## src/rtl/wand_bus_tx_if.sv

```systemverilog
// Bundle of the transmitter's handshake and line signals.
// The slave side is the transmitter. The master side is the user logic together with
// the line readback.
interface wand_bus_tx_if #(
  parameter int DATA_W = 8
);
  logic              start;
  logic [DATA_W-1:0] data_in;
  logic              bus_in;
  logic              bus_drive_low;
  logic              ready;
  logic              busy;
  logic              done;
  logic              lost;
  logic              err;
  logic              rx_valid;
  logic [DATA_W-1:0] rx_data;

  modport master (
    output start, data_in, bus_in,
    input  bus_drive_low, ready, busy, done, lost, err, rx_valid, rx_data
  );

  modport slave (
    input  start, data_in, bus_in,
    output bus_drive_low, ready, busy, done, lost, err, rx_valid, rx_data
  );
endinterface

```

## src/rtl/wand_bus_tx.sv

```systemverilog
// Serial transmitter for a shared wired-AND (open-drain) line.
// A frame is one start bit (0), then DATA_W payload bits sent MSB-first, then one
// stop bit (1). The node reads back the resolved line and arbitrates bit by bit.
// A node that loses arbitration stops driving and keeps receiving the winner's frame.
module wand_bus_tx #(
  parameter int DATA_W     = 8,
  parameter int BIT_CYCLES = 4
) (
  input  logic         clk,
  input  logic         rst,
  wand_bus_tx_if.slave bus
);

  localparam int CYC_W  = $clog2(BIT_CYCLES);
  localparam int IDX_W  = (DATA_W > 1) ? $clog2(DATA_W) : 1;
  localparam int IDLE_W = $clog2(BIT_CYCLES + 1);

  localparam logic [CYC_W-1:0]  CYC_LAST  = CYC_W'(BIT_CYCLES - 1);
  localparam logic [IDLE_W-1:0] IDLE_FULL = IDLE_W'(BIT_CYCLES);
  localparam logic [IDX_W-1:0]  IDX_TOP   = IDX_W'(DATA_W - 1);
  localparam logic [IDX_W-1:0]  IDX_ONE   = IDX_W'(1);

  typedef enum logic [2:0] {
    S_IDLE,
    S_START,
    S_DATA,
    S_STOP,
    S_LOST
  } state_t;

  state_t              state_q, state_d;
  logic [CYC_W-1:0]    cyc_q, cyc_d;
  logic [IDX_W-1:0]    idx_q, idx_d;
  logic [DATA_W-1:0]   tx_q, tx_d;
  logic [DATA_W-1:0]   rx_q, rx_d;
  logic [IDLE_W-1:0]   idle_q, idle_d;
  logic                lstop_q, lstop_d;   // in LOST: the data bits are done, the stop bit is next
  logic                drive_q, drive_d;
  logic                done_q, done_d;
  logic                lost_q, lost_d;
  logic                err_q, err_d;
  logic                rxv_q, rxv_d;
  logic                busy_q, busy_d;
  logic                ready_q, ready_d;

  logic                sample;
  logic                bit_end;
  logic                tx_bit;

  // Only a clean 1 reads as recessive. X and Z resolve to the dominant 0.
  assign sample  = (bus.bus_in === 1'b1);
  assign bit_end = (cyc_q == CYC_LAST);
  assign tx_bit  = tx_q[idx_q];

  // Registers. On async reset the line is released at once, without waiting for a clock edge.
  always_ff @(posedge clk or posedge rst) begin
    if (rst) begin
      state_q <= S_IDLE;
      cyc_q   <= '0;
      idx_q   <= '0;
      tx_q    <= '0;
      rx_q    <= '0;
      idle_q  <= '0;
      lstop_q <= 1'b0;
      drive_q <= 1'b0;
      done_q  <= 1'b0;
      lost_q  <= 1'b0;
      err_q   <= 1'b0;
      rxv_q   <= 1'b0;
      busy_q  <= 1'b0;
      ready_q <= 1'b0;
    end else begin
      state_q <= state_d;
      cyc_q   <= cyc_d;
      idx_q   <= idx_d;
      tx_q    <= tx_d;
      rx_q    <= rx_d;
      idle_q  <= idle_d;
      lstop_q <= lstop_d;
      drive_q <= drive_d;
      done_q  <= done_d;
      lost_q  <= lost_d;
      err_q   <= err_d;
      rxv_q   <= rxv_d;
      busy_q  <= busy_d;
      ready_q <= ready_d;
    end
  end

  // Next state, bit timing, arbitration and the registered outputs.
  always_comb begin
    state_d = state_q;
    cyc_d   = bit_end ? '0 : cyc_q + CYC_W'(1);
    idx_d   = idx_q;
    tx_d    = tx_q;
    rx_d    = rx_q;
    lstop_d = lstop_q;
    drive_d = drive_q;
    done_d  = 1'b0;
    lost_d  = 1'b0;
    err_d   = 1'b0;
    rxv_d   = 1'b0;

    // Count consecutive clean-high samples in every state. The count saturates at one bit time.
    if (!sample)
      idle_d = '0;
    else if (idle_q == IDLE_FULL)
      idle_d = idle_q;
    else
      idle_d = idle_q + IDLE_W'(1);

    unique case (state_q)
      S_IDLE: begin
        cyc_d   = '0;
        drive_d = 1'b0;
        if (bus.start && ready_q) begin
          tx_d    = bus.data_in;
          rx_d    = '0;
          lstop_d = 1'b0;
          drive_d = 1'b1;              // start bit is dominant
          state_d = S_START;
        end
      end

      S_START: begin
        if (bit_end) begin
          if (sample) begin
            // The line stayed high while we pulled it low: the line is faulty.
            err_d   = 1'b1;
            drive_d = 1'b0;
            state_d = S_IDLE;
          end else begin
            idx_d   = IDX_TOP;
            drive_d = ~tx_q[DATA_W-1];
            state_d = S_DATA;
          end
        end
      end

      S_DATA: begin
        if (bit_end) begin
          rx_d = {rx_q[DATA_W-2:0], sample};
          if (tx_bit && !sample) begin
            // Another node is dominant: stop driving and keep counting bits as a receiver.
            lost_d  = 1'b1;
            drive_d = 1'b0;
            state_d = S_LOST;
            if (idx_q == '0)
              lstop_d = 1'b1;
            else
              idx_d = idx_q - IDX_ONE;
          end else if (!tx_bit && sample) begin
            err_d   = 1'b1;
            drive_d = 1'b0;
            state_d = S_IDLE;
          end else if (idx_q == '0) begin
            drive_d = 1'b0;            // stop bit is recessive
            state_d = S_STOP;
          end else begin
            idx_d   = idx_q - IDX_ONE;
            drive_d = ~tx_q[idx_q - IDX_ONE];
          end
        end
      end

      S_STOP: begin
        drive_d = 1'b0;
        if (bit_end) begin
          state_d = S_IDLE;
          if (sample)
            done_d = 1'b1;
          else
            err_d = 1'b1;
        end
      end

      S_LOST: begin
        drive_d = 1'b0;
        if (bit_end) begin
          if (lstop_q) begin
            state_d = S_IDLE;
            if (sample)
              rxv_d = 1'b1;
            else
              err_d = 1'b1;
          end else begin
            rx_d = {rx_q[DATA_W-2:0], sample};
            if (idx_q == '0)
              lstop_d = 1'b1;
            else
              idx_d = idx_q - IDX_ONE;
          end
        end
      end

      default: begin
        drive_d = 1'b0;
        state_d = S_IDLE;
      end
    endcase

    busy_d  = (state_d != S_IDLE);
    ready_d = (state_d == S_IDLE) && (idle_d == IDLE_FULL);
  end

  assign bus.bus_drive_low = drive_q;
  assign bus.ready         = ready_q;
  assign bus.busy          = busy_q;
  assign bus.done          = done_q;
  assign bus.lost          = lost_q;
  assign bus.err           = err_q;
  assign bus.rx_valid      = rxv_q;
  assign bus.rx_data       = rx_q;

endmodule

```

## src/flat_wrapper.sv

```systemverilog
// flat-port wrapper written by rule: the top's interface ports become plain ports
module wand_bus_tx_flat 
#(
  parameter int DATA_W     = 8,
  parameter int BIT_CYCLES = 4
)
  (clk, rst, bus_start, bus_data_in, bus_bus_in, bus_bus_drive_low, bus_ready, bus_busy, bus_done, bus_lost, bus_err, bus_rx_valid, bus_rx_data);
  wand_bus_tx_if #(.DATA_W(DATA_W)) bus_i ();
  input  logic clk;
  input  logic rst;
  input wire logic [$bits(bus_i.start)-1:0] bus_start;
  input wire logic [$bits(bus_i.data_in)-1:0] bus_data_in;
  input wire logic [$bits(bus_i.bus_in)-1:0] bus_bus_in;
  output wire logic [$bits(bus_i.bus_drive_low)-1:0] bus_bus_drive_low;
  output wire logic [$bits(bus_i.ready)-1:0] bus_ready;
  output wire logic [$bits(bus_i.busy)-1:0] bus_busy;
  output wire logic [$bits(bus_i.done)-1:0] bus_done;
  output wire logic [$bits(bus_i.lost)-1:0] bus_lost;
  output wire logic [$bits(bus_i.err)-1:0] bus_err;
  output wire logic [$bits(bus_i.rx_valid)-1:0] bus_rx_valid;
  output wire logic [$bits(bus_i.rx_data)-1:0] bus_rx_data;
  assign bus_i.start = bus_start;
  assign bus_i.data_in = bus_data_in;
  assign bus_i.bus_in = bus_bus_in;
  assign bus_bus_drive_low = bus_i.bus_drive_low;
  assign bus_ready = bus_i.ready;
  assign bus_busy = bus_i.busy;
  assign bus_done = bus_i.done;
  assign bus_lost = bus_i.lost;
  assign bus_err = bus_i.err;
  assign bus_rx_valid = bus_i.rx_valid;
  assign bus_rx_data = bus_i.rx_data;
  wand_bus_tx #(.DATA_W(DATA_W), .BIT_CYCLES(BIT_CYCLES)) u_core (.clk(clk), .rst(rst), .bus(bus_i));
endmodule
```

## config.mk

```make
export PLATFORM = sky130hd
export DESIGN_NAME = wand_bus_tx_flat
export DESIGN_NICKNAME = d
export VERILOG_FILES = /design/src/rtl/wand_bus_tx_if.sv /design/src/rtl/wand_bus_tx.sv /design/src/flat_wrapper.sv
export SDC_FILE = /design/constraint.sdc
export NUM_CORES = 1
export LEC_CHECK = 0
export CAP_MARGIN = 10
export CORE_MARGIN = 4
export CORE_UTILIZATION = 24
export CTS_BUF_LIST = sky130_fd_sc_hd__clkbuf_8 sky130_fd_sc_hd__clkbuf_16
export DETAILED_ROUTE_END_ITERATION = 8
export GPL_TIMING_DRIVEN = 0
export PLACE_DENSITY = 0.47
export SLEW_MARGIN = 20
export SYNTH_ARGS = -nofsm -noshare
export SYNTH_HDL_FRONTEND = slang
export SYNTH_SLANG_ARGS = --single-unit
```

## constraint.sdc

```tcl
create_clock -name clk -period 6.1 [get_ports clk]
set_input_delay 0.915 -clock clk [delete_from_list [all_inputs] [get_ports clk]]
set_output_delay 0.915 -clock clk [all_outputs]
set_load 0.01 [all_outputs]
```

# ---- Word-level counts from Yosys, hierarchy flattened
# Cells that the tools add are included.
dict set report op_classes {
  n_addsub 3
  multipliers 0
  div_mod_pow 0
  magnitude_cmp 2
  eq_ne 17
  n_shift 0
  mux 66
  bitwise 2
  reduce_logical 17
}
# cell count
set op_table {}
lappend op_table {{3-bit 2-to-1 mux} 19}
lappend op_table {{1-bit 2-to-1 mux} 32}
lappend op_table {{8-bit 2-to-1 mux} 4}
lappend op_table {{8-bit one-hot mux with 3 select lines} 1}
lappend op_table {{3-bit one-hot mux with 5 select lines} 1}
lappend op_table {{2-bit by 1-bit inequality test with 1-bit output, second input constant} 6}
lappend op_table {{3-bit == test, second input constant} 3}
lappend op_table {{3-bit zero test} 3}
lappend op_table {{3-bit one-hot mux with 3 select lines} 1}
lappend op_table {{3-bit nonzero test} 3}
lappend op_table {{3-bit by 4-bit < comparator with 1-bit output, second input constant} 2}
lappend op_table {{7-bit AND reduction} 1}
lappend op_table {{1-bit binary-select mux with 3-bit select} 2}
lappend op_table {{3-bit by 2-bit == test with 1-bit output, second input constant} 2}
lappend op_table {{2-bit 2-to-1 mux} 3}
lappend op_table {{1-bit one-hot mux with 3 select lines} 2}
lappend op_table {{6-bit AND reduction} 1}
lappend op_table {{5-bit AND reduction} 1}
lappend op_table {{1-bit logical AND} 4}
lappend op_table {{2-bit inequality test, second input constant} 2}
lappend op_table {{1-bit one-hot mux with 4 select lines} 1}
lappend op_table {{2-bit AND reduction} 2}
lappend op_table {{3-bit by 1-bit adder with 3-bit output, second input constant} 1}
lappend op_table {{3-bit by 1-bit == test with 1-bit output, second input constant} 1}
lappend op_table {{other kinds (7)} 9}
dict set report totals {
  ff_bits 35
  latchBits 0
  ramBits 0
  rom_bits 0
  output_inout_bits 15
  memories 0
}

# ---- Longest topological paths before layout
dict set report depth {
  depth_word 10
  mapped_depth 8
}

# ---- Worst setup path after synthesis
# No wires, ideal clock.
dict set report synth_timing {
  path_type {input to register}
  startpoint {input port bus_bus_in}
  endpoint {register u_core.idx_q[1]}
  t_arrival_ps 1945
  t_required_ps 5973
  setup_slack_ps 4028
  cell_stages 6
  cell_sequence {buf_2 nor2_1 and3_1 a31oi_1 a21o_2 mux2_1}
}
dict set report synth_between {
  elab_chain_len 6
  elab_cells_between_ends 10
}
# item line
set synth_rtl {}
lappend synth_rtl {{start, declared} flat_wrapper.sv:13} ;# input wire logic [$bits(bus_i.bus_in)-1:0] bus_bus_in;
lappend synth_rtl {{1-bit case equality test (*)} wand_bus_tx.sv:51} ;# assign sample = (bus.bus_in === 1'b1);
lappend synth_rtl {{1-bit zero test} --}
lappend synth_rtl {{1-bit logical AND} wand_bus_tx.sv:143} ;# if (tx_bit && !sample) begin
lappend synth_rtl {{3-bit 2-to-1 mux} wand_bus_tx.sv:143}
lappend synth_rtl {{3-bit 2-to-1 mux} wand_bus_tx.sv:141} ;# if (bit_end) begin
lappend synth_rtl {{3-bit one-hot mux with 3 select lines} wand_bus_tx.sv:112} ;# unique case (state_q)
lappend synth_rtl {{end signal, assigned} wand_bus_tx.sv:75} ;# idx_q <= idx_d;
lappend synth_rtl {{end, declared} wand_bus_tx.sv:33} ;# logic [IDX_W-1:0] idx_q, idx_d;
# Mark *: on every way between the ends. The rest lies on a longest branch, timed or not. The select of a mux whose other input is x is not followed.
# A chain may end at the register's enable or synchronous reset.

# ---- Worst setup path in the final report
dict set report layout_timing {
  startpoint {input port bus_start}
  endpoint {register u_core.tx_q[7]}
}
dict set report layout_between {
  elab_chain_len 2
}
# item line
set layout_rtl {}
lappend layout_rtl {{start, declared} flat_wrapper.sv:11} ;# input wire logic [$bits(bus_i.start)-1:0] bus_start;
lappend layout_rtl {{1-bit logical AND} wand_bus_tx.sv:116} ;# if (bus.start && ready_q) begin
lappend layout_rtl {{2-bit AND reduction (no line)} --}
lappend layout_rtl {{end signal, assigned} wand_bus_tx.sv:76} ;# tx_q <= tx_d;
lappend layout_rtl {{end, declared} wand_bus_tx.sv:34} ;# logic [DATA_W-1:0] tx_q, tx_d;
# No other way between the ends.

==> results.toml <==
[detailed_routing]
routed_wirelength_mm = 4.100
detail-route-antenna-nets = 0
vias = 1406
via_per_inst = 4.449
dr.pass1.iters = 4
route.detailed.drc = 0
routedWlPerCell_um = 12.97
first_iter_violations = 70

[grt]
grt_max_degree = 30
antenna_found_initial = 0
grt_pass1_wl_mm = 7.038
grt_pass1_vias = 1409
grt.total_usage_pct = 10.02
grt.overflow.total = 0

[clock_tree]
path_clk_slew_ns = 0.07
insertion_delay_ns = 0.29
cts_root_buffer = "clkbuf_8"
holdBufCountCts = 0
post-cts-setup-buffer-count = 0
cts_resized = 0
clock_path_buffers = 2
numCtsBuffers = 5
cts_tree = "yes"
htree_num_levels = 2
cts_sinks = 35

[power]
p_per_area_mw_per_mm2 = 479.4
power_w = 0.001128
leakagePower_nw = 1.031
vdd_drop_max_uv = 138.6

[floorplanning]
core_area_mm2 = 0.007408
start_util_pct = 25.25
placementRows = 31
die_y_um = 96.29
fp.dieArea_mm2 = 0.009271
ios = 27
dieWidth_um = 96.29

[layout]
drive_gt1_share_pct = 14.29
final_cell_mix = "35 x dfrtp_1, 29 x nand2_1, 25 x clkdlybuf4s50_1"
multi_input_area_um2 = 910.9
fillCellCount = 772
register_area_um2 = 875.8
antennaDiodeCount = 0
area_growth_pct = 25.75
final_util_pct = 31.75
mostFrequentLayoutCell = "dfrtp_1"
nNetsFinal = 234

[worst_setup_path]
worstSetupEndpointType = "flop"
crit_family = "buffers and inverters"
rr_startpoint = "u_core.idx_q[0]"
crit_fanout = 10
worstPathCellList = "clkdlybuf4s50_1, nand2_1, nor2b_1, buf_2, mux2_2"
worstSetupStartpoint = "bus_start"
worst-setup-path-type = "primary input to flop"
critPathRequiredTime_ns = 6.27
slowest_delay_ns = 0.48
worstPathArrival_ns = 2.39
path_buf_inv = 2
slowest_stage = "clkdlybuf4s50_1"
crit_path_start_kind = "primary input"

[synth]
synth.cell_area_mm2 = 0.001871
ys_types = 43
synth_area_leader_cell = "dfrtp_1"
yosysSeqAreaShare_pct = 46.82
synth-seq-cells = 35
yosys-top-cells-area = "dfrtp_1 47%, nand2_1 5.8%, mux2_2 4.8%"
synth_warnings = 0
postSynthCellCount = 184
synth_area_per_cell_um2 = 10.17
synth_top_area_share_pct = 46.82
syn_nets = 201

[placed_design]
place.gp.congestion = 0.7378
hpwl_mm = 3.000
numPortBuffers = 25

[run_status]
status = "completed"

[sta]
rsz0062_at_grt = "false"
clock.fmax_ghz = 0.4515
setup_violations = 0
period_needed_ns = 2.215
fin_skew_ns = 0.003902
worst_pin_slew_ns = 0.4737
slew_headroom_pct = 68.42
period_share_pct = 36.31
report.final.slew_viol_count = 0
finalSetupTns_ns = 0
hold_viol_final = 0

[worst_hold_path]
hold_class = "flop to flop"
hp-start = "u_core.cyc_q[0]"

[run]
max_cap_viol_count = 0
final timing paths:
path	end	slack [ns]	depth (start not counted)
setup / recovery	u_core.tx_q[7]	3.88	5
hold / removal	u_core.cyc_q[0]	0.45	1
setup reg to reg	u_core.bus.bus_drive_low	3.88	8
hold reg to reg	u_core.cyc_q[0]	0.45	1
max in group asynchronous	u_core.idx_q[0]	4.87	3
min in group asynchronous	u_core.bus.rx_data[7]	0.84	2
kinds of logic after synthesis:
logic type / share of synthesized area, %
AO/OA/AOI/OAI: 12.91
AND/OR/NAND/NOR: 19.33
adder cells (fa/ha/maj): 3.344
multiplexers: 11.71
XOR/XNOR: 1.405
buffers and inverters: 4.482
flip-flops: 46.82
worst reg2reg max path, delay by kind of cell (launching register included):
kind            cells  cell delay (ns)
mux                 2             0.73
buf+inv             2             0.22
simple gates        2             0.35
flops               1             0.35
fa+ha+maj           1             0.35
compound gates      1             0.15
sequential cells by signal, summed over array words and instances, names as in the netlist, 2 cells and up:
register            flops
u_core.idle_q           3
u_core.idx_q            3
u_core.tx_q             8
u_core.cyc_q            2
u_core.state_q          3
u_core.bus.rx_data      8
power breakdown:
part | internal (W) | switching [W]
clock | 0.0000886 | 0.0000843
combinational | 0.000279 | 0.000305
sequential | 0.000316 | 0.0000551
synthesized netlist by cell type:
library cell	n
xnor2_1	3
nand2b_1	1
or3_1	1
o21ai_0	9
clkbuf_1	6
and2_1	1
a21o_1	2
nor3_1	4
mux2_2	8
a211oi_1	2
mux2_1	1
a22oi_2	1
o31a_1	1
dfrtp_1	35
ha_1	5
and3_1	1
inv_1	8
or3b_2	1
a21oi_1	4
mux2i_1	5
a2bb2oi_2	1
o22a_1	1
mux4_1	2
or2b_1	1
o41ai_2	1
nor2b_1	7
o22ai_1	2
buf_6	1
a21o_2	1
nor3b_2	1
buf_2	4
nor4_1	2
nor2_1	11
nand2_1	29
a31oi_1	3
mux2_4	1
a21oi_4	1
and3b_1	1
nand3b_1	2
a31o_2	1
nor3b_1	3
nand3_1	7
a311o_1	2
per-layer routing:
metal / wire length (um) / vias to the layer above / part of all wire [%] / track usage [%]
li1: - / 706 / - / -
met1: 2104 / 666 / 51 / 14.44
met2: 1771 / 30 / 43 / 14.43
met3: 186 / 4 / 4.5 / 2.658
met4: 38 / 0 / 0.93 / 3.199
met5: 0 / - / 0 / 0
final cells by class:
type / instances / area share, %
tap: 99 / 5.266
multi-input combinational: 130 / 38.72
clock buffer: 6 / 3.511
clock inverter: 1 / 0.2128
sequential: 35 / 37.23
timing repair buffer: 26 / 11.49
inverter: 8 / 1.277
buffer: 11 / 2.287
per-stage QoR:
stage | cell area [um^2] | setup slack, ns | std cells | hold slack [ns]
6_report | 2352 | 3.885 | 316 | 0.4476
5_1_grt | 2352 | 3.729 | 316 | 0.4725
4_1_cts | 2352 | 3.863 | 316 | 0.4504
3_5_place_dp | 2265 | 3.602 | 309 | 0.4401
3_3_place_gp | 2245 | 3.516 | 308 | 0.4299
2_1_floorplan | 1871 | 4.028 | 184 | 0.4150
(Power assumes the default switching activity.)
